### src/rtl/mlp_pkg.sv
// Shared constants, FSM state type and job payload for the sequenced 4-4-2 MLP.
package mlp_pkg;

  localparam int unsigned N_IN   = 4;
  localparam int unsigned N_HID  = 4;
  localparam int unsigned N_OUT  = 2;
  localparam int unsigned DATA_W = 5;
  localparam int unsigned HID_W  = 12;
  localparam int unsigned OUT_W  = 17;

  localparam int unsigned X_BITS  = N_IN * DATA_W;
  localparam int unsigned W1_BITS = N_IN * N_HID * DATA_W;
  localparam int unsigned W2_BITS = N_HID * N_OUT * DATA_W;

  localparam int unsigned N_STEP = N_IN * N_HID + N_HID * N_OUT;
  localparam int unsigned STEP_W = $clog2(N_STEP);

  localparam logic [STEP_W-1:0] STEP_L1_LAST = STEP_W'(N_IN * N_HID - 1);
  localparam logic [STEP_W-1:0] STEP_OUT0    = STEP_W'(N_IN * N_HID + N_HID - 1);
  localparam logic [STEP_W-1:0] STEP_LAST    = STEP_W'(N_STEP - 1);

  typedef enum logic [1:0] {
    IDLE = 2'd0,
    L1   = 2'd1,
    L2   = 2'd2
  } state_e;

  typedef struct packed {
    logic [W2_BITS-1:0] w2;
    logic [W1_BITS-1:0] w1;
    logic [X_BITS-1:0]  x;
  } job_t;

endpackage

### src/rtl/mlp_seq_ctrl_if.sv
// Job / result bundle between a job source and the sequenced MLP.
interface mlp_seq_ctrl_if;
  import mlp_pkg::*;

  logic                           in_ready;
  logic [X_BITS-1:0]              x_in;
  logic [W1_BITS-1:0]             w1_in;
  logic [W2_BITS-1:0]             w2_in;
  logic                           busy;
  logic signed [OUT_W-1:0]        out0;
  logic signed [OUT_W-1:0]        out1;
  logic                           out0_ready;
  logic                           out1_ready;

  modport master (
    output in_ready, x_in, w1_in, w2_in,
    input  busy, out0, out1, out0_ready, out1_ready
  );

  modport slave (
    input  in_ready, x_in, w1_in, w2_in,
    output busy, out0, out1, out0_ready, out1_ready
  );

endinterface

### src/rtl/mlp_mac.sv
// Shared signed multiply-accumulate; sum_c exposes acc+product so a final step can store it.
module mlp_mac
  import mlp_pkg::*;
(
  input  logic                    clk,
  input  logic                    rst,
  input  logic                    clr,
  input  logic                    en,
  input  logic signed [HID_W-1:0] a,
  input  logic signed [DATA_W-1:0] b,
  output logic signed [OUT_W-1:0] sum_c
);

  logic signed [OUT_W-1:0] acc_q;
  logic signed [OUT_W-1:0] prod_c;

  // Operand ranges keep the full product inside OUT_W.
  assign prod_c = OUT_W'(a) * OUT_W'(b);
  assign sum_c  = acc_q + prod_c;

  always_ff @(posedge clk or posedge rst) begin
    if (rst) begin
      acc_q <= '0;
    end else if (clr) begin
      acc_q <= '0;
    end else if (en) begin
      acc_q <= sum_c;
    end
  end

endmodule

### src/rtl/mlp_seq_ctrl.sv
// Sequenced 4-4-2 MLP: one MAC time-shared over 16 hidden + 8 output products per job.
// Optional MLP_SEQ_RELU_EN clamps negative hidden neurons to zero before storage.
module mlp_seq_ctrl
  import mlp_pkg::*;
(
  input  logic          clk,
  input  logic          rst,
  mlp_seq_ctrl_if.slave bus
);

  state_e               state_q, state_d;
  logic [STEP_W-1:0]    step_q;
  job_t                 job_q;
  logic signed [HID_W-1:0] hidden_q [N_HID];

  logic                 busy_q, out0_ready_q, out1_ready_q;
  logic signed [OUT_W-1:0] out0_q, out1_q;

  logic load_c, mac_en_c, mac_clr_c, hid_we_c, out0_we_c, out1_we_c;

  logic signed [DATA_W-1:0] x_sel_c, w1_sel_c, w2_sel_c, mac_b_c;
  logic signed [HID_W-1:0]  mac_a_c, hid_raw_c, hid_val_c;
  logic signed [OUT_W-1:0]  mac_sum_c;

  // State register
  always_ff @(posedge clk or posedge rst) begin
    if (rst) state_q <= IDLE;
    else     state_q <= state_d;
  end

  // Next-state logic
  always_comb begin
    state_d = state_q;
    unique case (state_q)
      IDLE:    if (bus.in_ready)           state_d = L1;
      L1:      if (step_q == STEP_L1_LAST) state_d = L2;
      L2:      if (step_q == STEP_LAST)    state_d = IDLE;
      default:                             state_d = IDLE;
    endcase
  end

  // Control strobes; a group of four products ends on step[1:0]==3
  always_comb begin
    load_c    = 1'b0;
    mac_en_c  = 1'b0;
    mac_clr_c = 1'b0;
    hid_we_c  = 1'b0;
    out0_we_c = 1'b0;
    out1_we_c = 1'b0;
    unique case (state_q)
      IDLE: begin
        load_c    = bus.in_ready;
        mac_clr_c = bus.in_ready;
      end
      L1: begin
        mac_en_c  = 1'b1;
        mac_clr_c = (step_q[1:0] == 2'd3);
        hid_we_c  = (step_q[1:0] == 2'd3);
      end
      L2: begin
        mac_en_c  = 1'b1;
        mac_clr_c = (step_q[1:0] == 2'd3);
        out0_we_c = (step_q == STEP_OUT0);
        out1_we_c = (step_q == STEP_LAST);
      end
      default: ;
    endcase
  end

  // Operand select: in L1 step=4j+i walks w1 slots directly; in L2 step-16=4k+j walks w2
  always_comb begin
    x_sel_c  = job_q.x[32'(step_q[1:0]) * DATA_W +: DATA_W];
    w1_sel_c = job_q.w1[32'(step_q[3:0]) * DATA_W +: DATA_W];
    w2_sel_c = job_q.w2[32'(step_q[2:0]) * DATA_W +: DATA_W];
    if (state_q == L2) begin
      mac_a_c = hidden_q[step_q[1:0]];
      mac_b_c = w2_sel_c;
    end else begin
      mac_a_c = HID_W'(x_sel_c);
      mac_b_c = w1_sel_c;
    end
  end

  mlp_mac u_mac (
    .clk   (clk),
    .rst   (rst),
    .clr   (mac_clr_c),
    .en    (mac_en_c),
    .a     (mac_a_c),
    .b     (mac_b_c),
    .sum_c (mac_sum_c)
  );

  // Hidden neuron value to store; truncation is lossless for all 5-bit operands
  always_comb begin
    hid_raw_c = HID_W'(mac_sum_c);
`ifdef MLP_SEQ_RELU_EN
    hid_val_c = hid_raw_c[HID_W-1] ? '0 : hid_raw_c;
`else
    hid_val_c = hid_raw_c;
`endif
  end

  // Step counter and job/hidden storage
  always_ff @(posedge clk or posedge rst) begin
    if (rst) begin
      step_q <= '0;
      job_q  <= '0;
      for (int n = 0; n < int'(N_HID); n++) hidden_q[n] <= '0;
    end else begin
      if (load_c) begin
        step_q <= '0;
        job_q  <= {bus.w2_in, bus.w1_in, bus.x_in};
      end else if (state_q != IDLE) begin
        step_q <= (step_q == STEP_LAST) ? '0 : step_q + STEP_W'(1);
      end
      if (hid_we_c) hidden_q[step_q[3:2]] <= hid_val_c;
    end
  end

  // Result registers; out0/out1 hold their value across a new accept
  always_ff @(posedge clk or posedge rst) begin
    if (rst) begin
      busy_q       <= 1'b0;
      out0_ready_q <= 1'b0;
      out1_ready_q <= 1'b0;
      out0_q       <= '0;
      out1_q       <= '0;
    end else begin
      if (load_c) begin
        busy_q       <= 1'b1;
        out0_ready_q <= 1'b0;
        out1_ready_q <= 1'b0;
      end
      if (out0_we_c) begin
        out0_q       <= mac_sum_c;
        out0_ready_q <= 1'b1;
      end
      if (out1_we_c) begin
        out1_q       <= mac_sum_c;
        out1_ready_q <= 1'b1;
        busy_q       <= 1'b0;
      end
    end
  end

  assign bus.busy       = busy_q;
  assign bus.out0       = out0_q;
  assign bus.out1       = out1_q;
  assign bus.out0_ready = out0_ready_q;
  assign bus.out1_ready = out1_ready_q;

endmodule

### src/flat_wrapper.sv
// flat-port wrapper written by rule: the top's interface ports become plain ports
module mlp_seq_ctrl_flat import mlp_pkg::*;
  (clk, rst, bus_in_ready, bus_x_in, bus_w1_in, bus_w2_in, bus_busy, bus_out0, bus_out1, bus_out0_ready, bus_out1_ready);
  mlp_seq_ctrl_if bus_i ();
  input  logic clk;
  input  logic rst;
  input wire logic [$bits(bus_i.in_ready)-1:0] bus_in_ready;
  input wire logic [$bits(bus_i.x_in)-1:0] bus_x_in;
  input wire logic [$bits(bus_i.w1_in)-1:0] bus_w1_in;
  input wire logic [$bits(bus_i.w2_in)-1:0] bus_w2_in;
  output wire logic [$bits(bus_i.busy)-1:0] bus_busy;
  output wire logic [$bits(bus_i.out0)-1:0] bus_out0;
  output wire logic [$bits(bus_i.out1)-1:0] bus_out1;
  output wire logic [$bits(bus_i.out0_ready)-1:0] bus_out0_ready;
  output wire logic [$bits(bus_i.out1_ready)-1:0] bus_out1_ready;
  assign bus_i.in_ready = bus_in_ready;
  assign bus_i.x_in = bus_x_in;
  assign bus_i.w1_in = bus_w1_in;
  assign bus_i.w2_in = bus_w2_in;
  assign bus_busy = bus_i.busy;
  assign bus_out0 = bus_i.out0;
  assign bus_out1 = bus_i.out1;
  assign bus_out0_ready = bus_i.out0_ready;
  assign bus_out1_ready = bus_i.out1_ready;
  mlp_seq_ctrl u_core (.clk(clk), .rst(rst), .bus(bus_i));
endmodule
### config.mk
export PLATFORM = sky130hd
export DESIGN_NAME = mlp_seq_ctrl_flat
export DESIGN_NICKNAME = d
export VERILOG_FILES = /design/src/rtl/mlp_pkg.sv /design/src/rtl/mlp_seq_ctrl_if.sv /design/src/rtl/mlp_mac.sv /design/src/rtl/mlp_seq_ctrl.sv /design/src/flat_wrapper.sv
export SDC_FILE = /design/constraint.sdc
export NUM_CORES = 1
export LEC_CHECK = 0
export BUFFER_PORTS_ARGS = -buffer_cell sky130_fd_sc_hd__buf_2
export CAP_MARGIN = 40
export CORE_UTILIZATION = 60
export DETAILED_ROUTE_END_ITERATION = 12
export PLACE_DENSITY = 0.83
export SYNTH_ARGS = -nofsm -noshare
export SYNTH_HDL_FRONTEND = slang
export SYNTH_SLANG_ARGS = --single-unit
### constraint.sdc
create_clock -name clk -period 21.6 [get_ports clk]
set_clock_uncertainty 0.1 [all_clocks]
set_input_delay 2.16 -clock clk [delete_from_list [all_inputs] [get_ports clk]]
set_output_delay 2.16 -clock clk [all_outputs]
set_load 0.01 [all_outputs]
==> metrics, run 1 <==
fillers=1349; die width=150 um; largest net degree at the start of global routing=94; 1st-iter DRT viols=638; Die Y=150 um; post-synth top area share=0.474; Mean Syn Cell Area=13.2 sq um; Reg-to-Reg Start=u_core.step_q[1]; clock root cell=clkbuf_16; Syn Std Cell Area=13200 sq um; Setup Crit Path Kind=reg2reg; Worst Setup Start Kind=flip-flop; drt total wl=29500 um; ys async rst share=1.00; # rows=53; Worst-Margin Slew=981 ps; DR DRC count=0; GR Overflow Total=0; initial antenna violation count=1; vias per cell=5.86; area leader, netlist=dfrtp_1; area grow syn2layout=16.4%; Crit path arrival time=7360 ps; Hold Crit Start=u_core.hidden_q[44]; post-CTS setup buffers=0; status=completed; Pins Over Slew Limit=0; cells after synthesis=995; io pins=180; Post-Layout Cell Count=1466; hold_buf cts=0; ys flop type=dfrtp_1; synthesized flop and latch total=249; Nets=1405; ANT nets after route=0; RePlAce Congestion=0.875; FMAX=142 MHz; unique cell type count in the Yosys netlist=49; CP max FO=39; wire length per cell=20.1 um; Core Area=21300 sq um; Crit-path slowest cell=fa_1; pre-CTS setup slack=14640 ps; count of input and output buffers=179; Setup crit end kind=flip-flop; synth cell count leaders=249 x dfrtp_1, 174 x mux2_2, 80 x nand2_1, 80 x o21ai_0, 53 x fa_1; Slew HR=0.344; post-CTS sizing=0; WHS=377 ps; max incr delay on CP=600 ps; vias in the first global route=9032; clock buffer count from CTS=26; CTS clk-pin slew, worst paths=60 ps; Worst EP required=21900 ps; Fin. Hold Viols=0; dpl hpwl=21100 um; Post-Syn Nets=1232; top-count cell post-synth=dfrtp_1; fin crit period=7060 ps; Initial DRT Pass Iterations=5; cell family with most CP delay=adder cells; most used cell along the critical path=fa_1; Critical Path Source=u_core.step_q[1]; share of layout cells above drive strength 1=0.397; Vias=8586; CTS sink count=249; first-pass GRT wire length=47200 um; Synth area leaders=dfrtp_1 47%, mux2_2 15%, fa_1 8.1%, mux4_2 6.8%, ha_1 3.9%; post-synthesis sequential area ratio=0.474; Initial Util=0.618; Clock Latency Late Sink=540 ps; Hold Path Class=reg2reg; RSZ-0062 raised after global routing=no; Max Root-Sink Buffers=3; final number of setup-violating endpoints=0; fin crit share=0.327; Critical Path, Cell by Cell=buf_4, mux4_2, mux2i_1, o21ai_0, mux2i_1, buf_4, nand2b_1, fa_1, fa_1, inv_1, fa_1, inv_1, fa_1, fa_1, nor2b_1, o31a_1, o221a_2, a2111oi_0, a211oi_1, mux2_2; YS warnings=0; CTS tree=done; MaxCap Viol Count=0; GRT Util Overall=0.272; die area=22500 sq um; setup TNS=0 ps; final worst slack=14540 ps; dpl cells=1415; Post-synth EDFFs=0; Worst Path Buf+Inv=4; htree depth=1
==> kinds of logic after synthesis <==
kind of cell | share of synthesized area
simple gates | 0.0576
xor+xnor | 0.0113
buf+inv | 0.0305
fa+ha+maj | 0.120
flops | 0.474
compound gates | 0.0614
mux | 0.246
==> layout by cell type, fill, tap and decap left out, drive strengths merged, types with 3 or more instances in the layout <==
cell	count
a22o	8
dfrtp	249
mux2	174
nor2	52
mux4	47
a211oi	5
o21a	5
bufinv	3
a21oi	14
nand4	3
a21o	3
o21ai	83
clkinv	5
nor2b	17
mux2i	18
inv	34
nand3	6
clkbuf	37
o21bai	3
xnor2	12
diode	4
nand2	80
ha	41
xor2	5
buf	200
fa	53
nand2b	9
==> path summary, 6_finish.rpt <==
kind	end	cells after the start	slack, ps
worst max-delay path	u_core.bus.out1[13]	20	14540
worst min-delay path	u_core.hidden_q[44]	2	380
worst max register to register	u_core.bus.out1[13]	20	14540
worst min register to register	u_core.hidden_q[44]	2	380
max in group asynchronous	u_core.job_q[136]	4	18670
min in group asynchronous	u_core.hidden_q[29]	2	1630
==> worst min-delay path, cell delays in order, from the launching register on <==
cell     delay [ps]
dfrtp_1         340
nand2_1          50
o21ai_0          60
==> per-layer routing <==
layer | share of wire | global-route usage
met5 | 0 | 0
met4 | 0.021 | 0.0828
met3 | 0.061 | 0.0467
met2 | 0.50 | 0.438
met1 | 0.42 | 0.382
==> registers in the layout (all words and copies together), names as in the netlist <==
name and flops:
u_core.state_q 2, u_core.bus.out0 17, u_core.bus.out1 17, u_core.bus.out0_ready 1, u_core.hidden_q 48, u_core.step_q 5, u_core.job_q 140, u_core.bus.busy 1
u_core.bus.out1_ready 1, u_core.u_mac.acc_q 17
==> cell type report <==
cell class / count / area [sq um] / share of cell area
Multi-Input combinational cell: 658 / 6530 / 0.426
Sequential cell: 249 / 6230 / 0.407
Timing Repair Buffer: 200 / 1130 / 0.0737
Clock buffer: 37 / 792 / 0.0517
Tap cell: 275 / 344 / 0.0225
Clock inverter: 10 / 146 / 0.00956
Inverter: 33 / 131 / 0.00858
Antenna cell: 4 / 10.0 / 0.000654
==> per-stage QoR <==
| stage | instance area [sq um] | util |
|---|---|---|
| after CTS | 15300 | 0.719 |
| after global routing | 15300 | 0.719 |
| after detailed placement | 14400 | 0.675 |
| final | 15300 | 0.719 |
| after global placement | 14200 | 0.669 |
| after floorplan | 13200 | - |
Power of run 1 is left out: the tool's default activity adds up to more than one toggle a clock period on the data nets, which glitch-free logic cannot reach.
==> run 2: changes to the inputs <==
--- a/config.mk
+++ b/config.mk
@@ -5,11 +5,12 @@
 export SDC_FILE = /design/constraint.sdc
 export NUM_CORES = 1
 export LEC_CHECK = 0
+export ABC_AREA = 1
 export BUFFER_PORTS_ARGS = -buffer_cell sky130_fd_sc_hd__buf_2
 export CAP_MARGIN = 40
-export CORE_UTILIZATION = 60
+export CORE_UTILIZATION = 59
 export DETAILED_ROUTE_END_ITERATION = 12
-export PLACE_DENSITY = 0.83
+export PLACE_DENSITY = 0.81
 export SYNTH_ARGS = -nofsm -noshare
 export SYNTH_HDL_FRONTEND = slang
 export SYNTH_SLANG_ARGS = --single-unit
==> constraint.sdc (replaced) <==
create_clock -name clk -period 7.1 [get_ports clk]
set_clock_uncertainty 0.1 [all_clocks]
set_input_delay 0.71 -clock clk [delete_from_list [all_inputs] [get_ports clk]]
set_output_delay 0.71 -clock clk [all_outputs]
set_load 0.01 [all_outputs]
==> metrics, run 2 <==
MaxCap Viol Count=0 (unchanged); Post-synth EDFFs=0 (unchanged); status=completed (unchanged); Reg-to-Reg Start=u_core.step_q[0] (was u_core.step_q[1]); synthesized flop and latch total=249 (unchanged); cells after synthesis=1746 (was 995); Fin. Hold Viols=0 (unchanged); GR Overflow Total=0 (unchanged); vias in the first global route=11.9k (was 9032); htree depth=1 (unchanged); fin crit period=6280 ps (was 7060 ps); area grow syn2layout=13.8% (was 16.4%); post-CTS sizing=0 (unchanged); post-synthesis sequential area ratio=0.449 (was 0.474); Vias=12.2k (was 8586); CTS clk-pin slew, worst paths=70 ps (was 60 ps); CP max FO=50 (was 39); Max Root-Sink Buffers=3 (unchanged); Setup crit end kind=flip-flop (unchanged); die area=24100 sq um (was 22500 sq um); most used cell along the critical path=nand2_1 (was fa_1); first-pass GRT wire length=59400 um (was 47200 um); Syn Std Cell Area=13900 sq um (was 13200 sq um); Clock Latency Late Sink=550 ps (was 540 ps); Hold EP=u_core.job_q[17] (was u_core.hidden_q[44]); most frequent cells in the layout=675 x nand2_1, 247 x dfrtp_1, 179 x buf_2, 176 x o21ai_0, 153 x inv_1 (was 247 x dfrtp_1, 179 x buf_2, 174 x mux2_2, 80 x nand2_1, 80 x o21ai_0); final number of setup-violating endpoints=0 (unchanged); hold_buf cts=0 (unchanged); area leader, netlist=dfrtp_1 (unchanged); share of layout cells above drive strength 1=0.140 (was 0.397); clock root cell=clkbuf_16 (unchanged); drt total wl=36200 um (was 29500 um); max reg flops=140 (unchanged); commonest non-fill, non-tap cell in the layout=nand2_1 (was dfrtp_1); # rows=55 (was 53); Setup Crit Path Kind=reg2reg (unchanged); largest net degree at the start of global routing=170 (was 94); RePlAce Congestion=0.953 (was 0.875); hold path cells=3 (was 2); die width=155 um (was 150 um); fin crit share=0.884 (was 0.327); max incr delay on CP=650 ps (was 600 ps); Slew HR=0.364 (was 0.344); Hold Path Class=in2reg (was reg2reg); ANT nets after route=0 (unchanged); Initial Util=0.608 (was 0.618); ys async rst share=1.00 (unchanged); vias per cell=5.50 (was 5.86); R2R Setup Slk=820 ps (was 14540 ps); Initial DRT Pass Iterations=6 (was 5); top flop regs=u_core.job_q (140), u_core.hidden_q (48) (unchanged); io pins=180 (unchanged); Mean Syn Cell Area=7.95 sq um (was 13.2 sq um); Synth area leaders=dfrtp_1 45%, nand2_1 18%, fa_1 7.6%, o21ai_0 6.3%, inv_1 4.2% (was dfrtp_1 47%, mux2_2 15%, fa_1 8.1%, mux4_2 6.8%, ha_1 3.9%); dpl hpwl=25400 um (was 21100 um); post-CTS setup buffers=0 (unchanged); register with the most flip-flops=u_core.job_q (unchanged); CTS sink count=249 (unchanged); setup TNS=0 ps (unchanged); DR DRC count=0 (unchanged); Nets=2122 (was 1405); 1st-iter DRT viols=1131 (was 638); wire length per cell=16.3 um (was 20.1 um); Hold Crit Start=bus_x_in[17] (was u_core.hidden_q[44]); Pins Over Slew Limit=0 (unchanged); FMAX=159 MHz (was 142 MHz); Post-Syn Nets=1983 (was 1232); Worst EP required=7420 ps (was 21900 ps); CTS tree=done (unchanged); GRT Util Overall=0.311 (was 0.272); post-synth top area share=0.449 (was 0.474); Die Y=155 um (was 150 um); synth cell count leaders=675 x nand2_1, 249 x dfrtp_1, 176 x o21ai_0 (was 249 x dfrtp_1, 174 x mux2_2, 80 x nand2_1, 80 x o21ai_0, 53 x fa_1); Crit path arrival time=6600 ps (was 7360 ps); Reg2Reg Depth=25 (was 20); YS warnings=0 (unchanged); ys flop type=dfrtp_1 (unchanged); Crit-path slowest cell=inv_2 (was fa_1); initial antenna violation count=1 (unchanged); worst r2r dst=u_core.u_mac.acc_q[15] (was u_core.bus.out1[13]); Worst-Margin Slew=950 ps (was 981 ps); unique cell type count in the Yosys netlist=35 (was 49); Core Area=22800 sq um (was 21300 sq um); RSZ-0062 raised after global routing=no (unchanged); Worst Setup Start Kind=flip-flop (unchanged); count of input and output buffers=179 (unchanged); top-count cell post-synth=nand2_1 (was dfrtp_1); clock buffer count from CTS=26 (unchanged)
[run 2: worst max-delay path by stage]
stage | startpoint | end | cells past startpoint
final | u_core.step_q[0] | u_core.u_mac.acc_q[15] | 25
after CTS | u_core.step_q[0] | u_core.bus.out1[15] | 25
after global routing | u_core.step_q[0] | u_core.bus.out1[15] | 24
after detailed placement | u_core.step_q[0] | u_core.u_mac.acc_q[15] | 24
after floorplan | u_core.state_q[0] | u_core.hidden_q[11] | 24
after global placement | u_core.step_q[0] | u_core.u_mac.acc_q[15] | 24
[run 2: kinds of logic (layout without fill, tap and decap cells)]
family                     Yosys count  in the layout  share of synthesized area
and+or+nand+nor                    873            873                      0.250
adders and majority gates           94             94                      0.113
xor gates and xnor gates            10             10                    0.00631
AOI/OAI and AO/OA                  270            270                      0.104
other                                0              1                          0
DFF                                249            249                      0.449
buffers and inverters              250            408                     0.0775
[run 2: per-layer routing]
metal  part of all wire  routed length (um)  GRT usage
met5                  0                   0          0
met4              0.041                1470      0.131
met3              0.071                2560     0.0412
met2               0.46               16500      0.501
met1               0.43               15700      0.428
[run 2: worst max-delay path: cells and delay by family (launching register included)]
kind | cells | cell delay, ps
buffers and inverters | 5 | 1080
AOI/OAI and AO/OA | 2 | 490
adders and majority gates | 5 | 2530
DFF | 1 | 590
and+or+nand+nor | 13 | 1330
[run 2: per-stage QoR]
| step | hold slack [ps] | cells | utilization | setup slack (ps) | instance area [sq um] |
|---|---|---|---|---|---|
| floorplan | 344 | 1746 | - | 1720 | 13900 |
| global placement | 358 | 2169 | 0.651 | 1030 | 14900 |
| detailed placement | 360 | 2170 | 0.652 | 968 | 14900 |
| CTS | 248 | 2217 | 0.691 | 917 | 15800 |
| global route | 260 | 2218 | 0.691 | 462 | 15800 |
| finish | 257 | 2218 | 0.691 | 821 | 15800 |
[run 2: cell type report]
| type | count | area (sq um) |
|---|---|---|
| fillers | 1837 | 7050 |
| inverters | 164 | 624 |
| clock buffers | 33 | 727 |
| flip-flops and latches | 249 | 6240 |
| diodes | 1 | 2.50 |
| multi-input cells | 1247 | 6580 |
| clock inverters | 14 | 164 |
| repair buffers | 197 | 1080 |
| well taps | 313 | 392 |
Power of run 2 is left out for the same reason.
==> run 3: changes to the inputs <==
--- a/config.mk
+++ b/config.mk
@@ -11,6 +11,7 @@
 export CORE_UTILIZATION = 59
 export DETAILED_ROUTE_END_ITERATION = 12
 export PLACE_DENSITY = 0.81
+export REMOVE_ABC_BUFFERS = 1
 export SYNTH_ARGS = -nofsm -noshare
 export SYNTH_HDL_FRONTEND = slang
 export SYNTH_SLANG_ARGS = --single-unit
==> metrics, run 3 (synthesis gave the netlist of run 2 again) <==
post-CTS setup buffers=0 (unchanged); RSZ-0062 raised after global routing=no (unchanged); status=completed (unchanged); RePlAce Congestion=0.933 (was 0.953); wire length per cell=15.8 um (was 16.3 um); Setup Crit Path Kind=reg2reg (unchanged); most frequent cells in the layout=675 x nand2_1, 247 x dfrtp_1, 179 x buf_2, 176 x o21ai_0, 153 x inv_1 (unchanged); max reg flops=140 (unchanged); first-pass GRT wire length=58700 um (was 59400 um); final number of setup-violating endpoints=0 (unchanged); count of input and output buffers=179 (unchanged); setup TNS=0 ps (unchanged); area grow syn2layout=13.4% (was 13.8%); Hold Path Class=in2async (was in2reg); post-CTS sizing=0 (unchanged); Max Root-Sink Buffers=3 (unchanged); dpl hpwl=24500 um (was 25400 um); top flop regs=u_core.job_q (140), u_core.hidden_q (48) (unchanged); clock buffer count from CTS=26 (unchanged); R2R Setup Slk=1050 ps (was 820 ps); fillers=1919 (was 1837); drt total wl=35000 um (was 36200 um); fin crit period=6050 ps (was 6280 ps); CTS clk-pin slew, worst paths=70 ps (about the same); GRT Util Overall=0.304 (was 0.311); highest metal used=met5 (was met4); ANT nets after route=0 (unchanged); die width=155 um (unchanged); Worst-Margin Slew=859 ps (was 950 ps); 1st-iter DRT viols=1143 (was 1131); Setup crit end kind=flip-flop (unchanged); vias per cell=5.41 (was 5.50); htree depth=1 (unchanged); CP max FO=28 (was 50); WL met3=2790 um (was 2560 um); Clock Latency Late Sink=550 ps (about the same); Nets=2120 (was 2122); Worst Setup Start Kind=flip-flop (unchanged); Worst EP required=7420 ps (about the same); DR DRC count=0 (unchanged); io pins=180 (unchanged); die area=24100 sq um (unchanged); FMAX=165 MHz (was 159 MHz); fin crit share=0.853 (was 0.884); Core Area=22800 sq um (unchanged); MaxCap Viol Count=0 (unchanged); vias in the first global route=12.1k (was 11.9k); diode count=0 (was 1); Initial DRT Pass Iterations=8 (was 6); wire length on met1=15300 um (was 15700 um); share of layout cells above drive strength 1=0.137 (was 0.140); Die Y=155 um (unchanged); GR Overflow Total=0 (unchanged); Vias=12.0k (was 12.2k); register with the most flip-flops=u_core.job_q (unchanged); # rows=55 (unchanged); initial antenna violation count=1 (unchanged); CTS tree=done (unchanged); Routed met2 length=15900 um (was 16500 um); Crit path arrival time=6380 ps (was 6600 ps); hold_buf cts=0 (unchanged); commonest non-fill, non-tap cell in the layout=nand2_1 (unchanged); Slew HR=0.427 (was 0.364); largest net degree at the start of global routing=123 (was 170); CTS sink count=249 (unchanged); Pins Over Slew Limit=0 (unchanged); Fin. Hold Viols=0 (unchanged); clock root cell=clkbuf_16 (unchanged); Initial Util=0.608 (unchanged)
run 3: critical path, stage by stage (launching register included):
cell	delay (ps)
dfrtp_4	600
inv_2	240
buf_4	350
nand2_1	90
nand3_1	70
o21ai_0	100
nand2_1	60
nand2_1	50
o21ai_1	140
buf_4	210
a21oi_1	100
fa_1	510
inv_1	50
fa_1	480
inv_1	60
fa_1	530
inv_1	60
fa_1	530
fa_1	450
inv_1	110
nand2_1	70
o21ai_0	400
nand3_1	140
nand2_1	100
nand2_1	140
nand3_1	120
nand2_1	60
run 3: cell type report:
| type | instances | area, sq um | share of cell area |
|---|---|---|---|
| Clock buffer | 31 | 689 | 0.0438 |
| Timing Repair Buffer | 195 | 1070 | 0.0682 |
| Sequential cell | 249 | 6240 | 0.396 |
| Multi-Input combinational cell | 1247 | 6580 | 0.417 |
| Inverter | 164 | 626 | 0.0397 |
| Tap cell | 313 | 392 | 0.0249 |
| Clock inverter | 12 | 158 | 0.0100 |
run 3: final timing paths:
check                                    startpoint                   to  depth (start not counted)
worst max register to register     u_core.step_q[0]  u_core.hidden_q[47]                         26
worst min-delay path                            rst      u_core.bus.busy                          2
worst min register to register  u_core.bus.out0[14]  u_core.bus.out0[14]                          2
max in group asynchronous                       rst      u_core.job_q[2]                          4
min in group clk                       bus_w1_in[1]     u_core.job_q[21]                          3
worst max-delay path               u_core.step_q[0]  u_core.hidden_q[47]                         26
run 3: stage by stage:
step                      cell area, sq um  utilization  hold slack (ps)  setup WS [ps]  cells
after floorplan                      13400            -              344           -562   1660
after global placement               14900        0.650              357           1190   2166
after detailed placement             14900        0.652              360           1140   2168
after CTS                            15700        0.689              247           1060   2211
after global routing                 15700        0.689              255            521   2211
final                                15700        0.689              232           1050   2211
run 3: layer usage:
layer / up-vias / global-route usage
li1: 5771 / -
met1: 5615 / 0.433
met2: 510 / 0.480
met3: 68 / 0.0476
met4: 2 / 0.0985
met5: - / 0
Power of run 3 is left out for the same reason.
